### src/rtl/sram_ctrl_pkg.sv
// Shared widths, FSM states and the request record for the sram4096x64 front end.
package sram_ctrl_pkg;

  localparam int ADDR_W = 12;
  localparam int DATA_W = 64;
  localparam int MASK_W = DATA_W / 8;

  typedef enum logic {
    INIT = 1'b0,
    RUN  = 1'b1
  } state_e;

  typedef struct packed {
    logic              we;
    logic [ADDR_W-1:0] addr;
    logic [DATA_W-1:0] wdata;
    logic [MASK_W-1:0] wmask;
  } req_t;

endpackage

### src/rtl/rr_arb2.sv
// Two-way round-robin arbiter; the pointer names the port that wins when both request.
module rr_arb2 (
  input  logic       clk,
  input  logic       rst_n,
  input  logic [1:0] valid,
  input  logic       advance,
  output logic [1:0] grant
);

  logic ptr_q;

  // NOTE: grant gets a default before any condition so this block never infers a latch.
  always_comb begin
    grant = valid;
    if (&valid) grant = ptr_q ? 2'b10 : 2'b01;
  end

  // NOTE: state registers use non-blocking assignments so every flop samples pre-edge values.
  always_ff @(posedge clk or negedge rst_n) begin
    if (!rst_n) begin
      ptr_q <= 1'b0;
    end else if (advance && (|grant)) begin
      ptr_q <= grant[0];
    end
  end

endmodule

### src/rtl/sram4096x64_ctrl.sv
// Two-requester front end for one sram6t4096x64 macro: zero-fill after reset,
// then round-robin access with read data one cycle after acceptance.
module sram4096x64_ctrl #(
  parameter int  ADDR_W  = sram_ctrl_pkg::ADDR_W,
  parameter int  DATA_W  = sram_ctrl_pkg::DATA_W,
  parameter bit  INIT_EN = 1'b1,
  localparam int MASK_W  = DATA_W / 8
) (
  input  logic              clk,
  input  logic              rst_n,
  input  logic              req0_valid,
  output logic              req0_ready,
  input  logic              req0_we,
  input  logic [ADDR_W-1:0] req0_addr,
  input  logic [DATA_W-1:0] req0_wdata,
  input  logic [MASK_W-1:0] req0_wmask,
  input  logic              req1_valid,
  output logic              req1_ready,
  input  logic              req1_we,
  input  logic [ADDR_W-1:0] req1_addr,
  input  logic [DATA_W-1:0] req1_wdata,
  input  logic [MASK_W-1:0] req1_wmask,
  output logic              resp0_valid,
  output logic              resp1_valid,
  output logic [DATA_W-1:0] resp_rdata,
  output logic              init_done,
  output logic [ADDR_W-1:0] sram_a,
  output logic [DATA_W-1:0] sram_i,
  output logic [MASK_W-1:0] sram_wbm,
  output logic              sram_csb,
  output logic              sram_web,
  output logic              sram_oeb,
  input  logic [DATA_W-1:0] sram_o
);

  sram_ctrl_pkg::state_e state_q, state_d;
  sram_ctrl_pkg::req_t   req0, req1, req_sel;

  logic [ADDR_W-1:0] clr_cnt_q, clr_cnt_d;
  logic              init_done_q;
  logic              resp0_valid_q, resp1_valid_q;
  logic              run_en;
  logic [1:0]        valid, grant;

  // Gating with rst_n drops readies and macro pins to idle the instant reset
  // asserts rather than at the next clock edge.
  assign run_en = init_done_q & rst_n;
  assign valid  = {req1_valid, req0_valid} & {2{run_en}};

  rr_arb2 u_arb (
    .clk     (clk),
    .rst_n   (rst_n),
    .valid   (valid),
    .advance (|valid),
    .grant   (grant)
  );

  assign req0 = '{we: req0_we, addr: req0_addr, wdata: req0_wdata, wmask: req0_wmask};
  assign req1 = '{we: req1_we, addr: req1_addr, wdata: req1_wdata, wmask: req1_wmask};
  assign req_sel = grant[1] ? req1 : req0;

  assign req0_ready  = grant[0];
  assign req1_ready  = grant[1];
  assign resp0_valid = resp0_valid_q;
  assign resp1_valid = resp1_valid_q;
  assign resp_rdata  = sram_o;
  assign init_done   = init_done_q;
  assign sram_oeb    = 1'b0;

  always_comb begin
    state_d   = state_q;
    clr_cnt_d = clr_cnt_q;
    sram_csb  = 1'b1;
    sram_web  = 1'b1;
    sram_wbm  = '0;
    sram_a    = '0;
    sram_i    = '0;
    if (!rst_n) begin
      // hold the idle pin values while reset is asserted
    end else if (state_q == sram_ctrl_pkg::INIT) begin
      sram_csb  = 1'b0;
      sram_web  = 1'b0;
      sram_wbm  = '1;
      sram_a    = clr_cnt_q;
      clr_cnt_d = clr_cnt_q + 1'b1;
      if (&clr_cnt_q) state_d = sram_ctrl_pkg::RUN;
    end else if (|grant) begin
      sram_csb = 1'b0;
      sram_web = ~req_sel.we;
      sram_wbm = req_sel.we ? req_sel.wmask : '0;
      sram_a   = req_sel.addr;
      sram_i   = req_sel.wdata;
    end
  end

  always_ff @(posedge clk or negedge rst_n) begin
    if (!rst_n) begin
      if (INIT_EN) state_q <= sram_ctrl_pkg::INIT;
      else         state_q <= sram_ctrl_pkg::RUN;
      clr_cnt_q     <= '0;
      init_done_q   <= ~INIT_EN;
      resp0_valid_q <= 1'b0;
      resp1_valid_q <= 1'b0;
    end else begin
      state_q       <= state_d;
      clr_cnt_q     <= clr_cnt_d;
      init_done_q   <= (state_q == sram_ctrl_pkg::RUN);
      resp0_valid_q <= grant[0] & ~req0_we;
      resp1_valid_q <= grant[1] & ~req1_we;
    end
  end

endmodule

### config.mk
export PLATFORM = sky130hd
export DESIGN_NAME = sram4096x64_ctrl
export DESIGN_NICKNAME = d
export VERILOG_FILES = /design/src/rtl/sram_ctrl_pkg.sv /design/src/rtl/rr_arb2.sv /design/src/rtl/sram4096x64_ctrl.sv
export SDC_FILE = /design/constraint.sdc
export NUM_CORES = 1
export LEC_CHECK = 0
export ABC_AREA = 1
export ABC_CLOCK_PERIOD_IN_PS = 1400
export BUFFER_PORTS_ARGS = -buffer_cell sky130_fd_sc_hd__buf_2
export CAP_MARGIN = 20
export CORE_AREA = 10 10 143 145
export CTS_CLUSTER_DIAMETER = 30
export DETAILED_ROUTE_END_ITERATION = 10
export DIE_AREA = 0 0 153 155
export PLACE_DENSITY = 0.51
export RECOVER_POWER = 50
export SLEW_MARGIN = 20
export SYNTH_ARGS = -nofsm -noshare
export SYNTH_HDL_FRONTEND = slang
export SYNTH_SLANG_ARGS = --single-unit
### constraint.sdc
create_clock -name clk -period 1.4 [get_ports clk]
set_input_delay 0 -clock clk [delete_from_list [all_inputs] [get_ports clk]]
set_output_delay 0 -clock clk [all_outputs]
set_load 0.02 [all_outputs]
==> flow_metrics.env <==
export IMPL_rsz0062_at_grt="true"
export IMPL_seqPwrFrac_pct=15.9
export IMPL_min_delay_path_depth=0
export IMPL_die_area_um2=23700
export IMPL_cts_root_buf="clkbuf_16"
export IMPL_path_max_fanout=2
export IMPL_synth_adder_area_share_pct=0.430
export IMPL_grt_max_degree=24
export IMPL_finClkSkew_ns=0.00105
export IMPL_path_cells="nand2_4 > inv_4 > buf_4 > buf_4 > buf_4 > buf_4 > buf_4 > nand2_2 > a21oi_4 > buf_6"
export IMPL_p_leak_uw=0.00327
export IMPL_grt_overflow=0
export IMPL_initial_core_util_pct=16.5
export IMPL_synth_simple_area_share_pct=36.9
export IMPL_yosys_area_share_xor_xnor_pct=2.11
export IMPL_fin_ws_ns=-0.292
export IMPL_async_reset_ff_share_pct=100
export IMPL_ios=394
export IMPL_via_count=4181
export IMPL_ys_flop_type="dfrtp_1"
export IMPL_port_buffers=264
export IMPL_p_int_uw=1900
export IMPL_comb_power_share_pct=65.8
export IMPL_die_h_um=155
export IMPL_multi_input_area_um2=2560
export IMPL_synthTopCellsByCount="nand2_1, buf_4, a21oi_1"
export IMPL_dr_first_iter_drc_count=133
export IMPL_finalPower_uw=3170
export IMPL_reg2reg_depth=11
export IMPL_syn2layout_area_growth_pct=122
export IMPL_synth_seq_area_share_pct=14.6
export IMPL_synthDistinctLibCells=28
export IMPL_ys_ff_latch=17
export IMPL_slowest_stage="dfrtp_2"
export IMPL_stdcell_count=982
export IMPL_core_area_um2=17700
export IMPL_cts_htree_levels=1
export IMPL_yosysWarnings=0
export IMPL_synth_edf_count=0
export IMPL_synth_top_cell_area_share_pct=23.2
export IMPL_grt_pass1_vias=4358
export IMPL_synth_top_family_by_area="simple AND/OR/NAND/NOR gates"
export IMPL_cp_start_kind="flop"
export IMPL_end_kind="output pin"
export IMPL_power_frac_clock_pct=18.3
export IMPL_muxShareOfSynthArea_pct=0
export IMPL_maxCapViolCount=0
export IMPL_viasPerCell=4.26
export IMPL_antenna_left=0
export IMPL_final_setup_tns_ns=-21.59
export IMPL_yosys_area_top_type="nand2_1"
export IMPL_cts_sinks=17
export IMPL_numCtsBuffers=3
export IMPL_die_w_um=153
export IMPL_layout_nets=993
export IMPL_max_stage_delay_ns=0.42
export IMPL_synthesis_nets=737
export IMPL_p_switching_uw=1270
export IMPL_cp_required_ns=1.40
export IMPL_drc=0
export IMPL_antenna_cells=0
export IMPL_synth_compound_area_share_pct=17.6
export IMPL_critical_path_class="flop to output pin"
export IMPL_cpMostUsedCell="buf_4"
export IMPL_vdd_drop_max_uv=300
export IMPL_synth_area_per_cell_um2=5.84
export IMPL_yosys_cell_count_top_type="nand2_1"
export IMPL_postSynthCellCount=498
export IMPL_place_gp_congestion=0.801
export IMPL_switching_share_pct=40.0
export IMPL_final_min_clock_period_ns=1.69
export IMPL_fill_cells=1835
export IMPL_fin_crit_sh_pct=121
export IMPL_violations="negative setup slack"
export IMPL_hpwl_um=12700
export IMPL_post_drt_wl_per_cell_um=18.1
export IMPL_clk_pin_slew_worst_paths_ns=0.05
export IMPL_cts_tree="yes"
export IMPL_power_density_nw_per_um2=490
export IMPL_grt_pass1_wl_um=24800
export IMPL_status="complete, but fails checks"
export IMPL_synth_area_leaders="nand2_1, buf_4, dfrtp_1"
export IMPL_placementRows=49
export IMPL_hold_viol=0
export IMPL_min_delay_path_class="primary input to output pin"
export IMPL_antenna_found_initial=2
export IMPL_fmax_mhz=591
export IMPL_seq_area_um2=427
export IMPL_grt_use_total_pct=12.9
export IMPL_drtPass1Iterations=4
export IMPL_report_final_slew_viol_count=0
export IMPL_cts_buffer_depth=2
export IMPL_setup_viol=90
export IMPL_place_inst=944
export IMPL_clock_latency_ns=0.25
export IMPL_drive_gt1_share_pct=69.7
export IMPL_wl_um=17700
export IMPL_syn_cell_area_um2=2910
export IMPL_critical_path_arrival_ns=1.69
## metrics by stage
step / utilization (%) / setup WS, ns / instance area (um2) / hold WS (ns)
after floorplan: - / -0.0360 / 3070 / -0.296
after global placement: 25.5 / -0.197 / 4510 / 0.000137
after detailed placement: 25.5 / -0.198 / 4510 / 0.000137
after CTS: 32.6 / -0.308 / 5750 / 0.000137
after global routing: 36.7 / -0.364 / 6470 / 0.0000292
final: 36.7 / -0.292 / 6470 / 0.00000561
## metal layers
metal / vias to the layer above / wire (um) / global-route usage [%]
met5: - / 21 / 0
met4: 4 / 507 / 3.77
met3: 44 / 1450 / 4.44
met2: 201 / 9040 / 22.3
met1: 1910 / 6730 / 14.7
li1: 2022 / - / -
## critical path, delay by kind of cell, from the launching register on
kind	cells	cell delay, ns
buf+inv	7	0.79
flops	1	0.42
simple gates	2	0.19
compound gates	1	0.04
## cell type report
class | instances | area share [%]
flip-flops and latches | 17 | 6.59
clock buffers | 3 | 1.16
inverters | 42 | 2.78
repair buffers | 343 | 45.4
well taps | 229 | 4.43
clock inverters | 1 | 0.0773
multi-input cells | 347 | 39.5
## worst paths after layout
kind	startpoint	slack, ns	end
hold reg to reg	clr_cnt_q[11]	0.54	clr_cnt_q[11]
setup / recovery	init_done	-0.29	req0_ready
min in group asynchronous	rst_n	0.42	state_q
hold / removal	sram_o[29]	0.000006	resp_rdata[29]
setup reg to reg	init_done	-0.12	u_arb.ptr_q
max in group asynchronous	rst_n	0.80	init_done
## kinds of logic after synthesis
| family | count (synthesis) |
|---|---|
| AOI/OAI and AO/OA | 84 |
| and+or+nand+nor | 254 |
| other | 1 |
| xor gates and xnor gates | 7 |
| adders and majority gates | 1 |
| DFF | 17 |
| buffers and inverters | 134 |
## registers in the layout, indices dropped and copies added, names as in the netlist
signal	cells
init_done	1
clr_cnt_q	12
u_arb.ptr_q	1
state_q	1
resp1_valid	1
resp0_valid	1
## cell usage in the layout (no fill, tap or decap), types with 5 or more instances in the layout
| cell type | synthesis | layout |
|---|---|---|
| clkbuf_16 | 0 | 8 |
| nand3_2 | 0 | 6 |
| buf_6 | 1 | 79 |
| nand2_2 | 22 | 58 |
| nand2_1 | 180 | 120 |
| a21oi_2 | 20 | 17 |
| nor2_1 | 21 | 20 |
| buf_12 | 0 | 11 |
| nand2_4 | 1 | 23 |
| buf_8 | 2 | 8 |
| inv_1 | 38 | 28 |
| nand3_1 | 22 | 14 |
| buf_2 | 20 | 176 |
| xor2_1 | 5 | 5 |
| dfrtp_1 | 17 | 16 |
| a21oi_4 | 0 | 45 |
| buf_16 | 0 | 11 |
| inv_2 | 3 | 10 |
| buf_4 | 69 | 51 |
## power groups by stage
stage                     clock [uW]  combinational (uW)  sequential [uW]
after CTS                        599                1830              501
after floorplan                    0                 966              512
after global placement             0                1350              509
after global routing             630                2230              504
final                            581                2090              503
after detailed placement           0                1350              509
## repair_timing
| item | CTS | global route |
|---|---|---|
| cloned | 8 | 7 |
| resized for setup | 237 | 146 |
| hold buffers | 2 | 0 |
| setup buffers | 16 | 4 |
| endpoints found under the setup margin | 91 | 94 |
| endpoints found under the hold margin | 18 | 0 |
| pin swaps | 13 | 38 |
No activity file was read; power rests on OpenSTA's default activity.
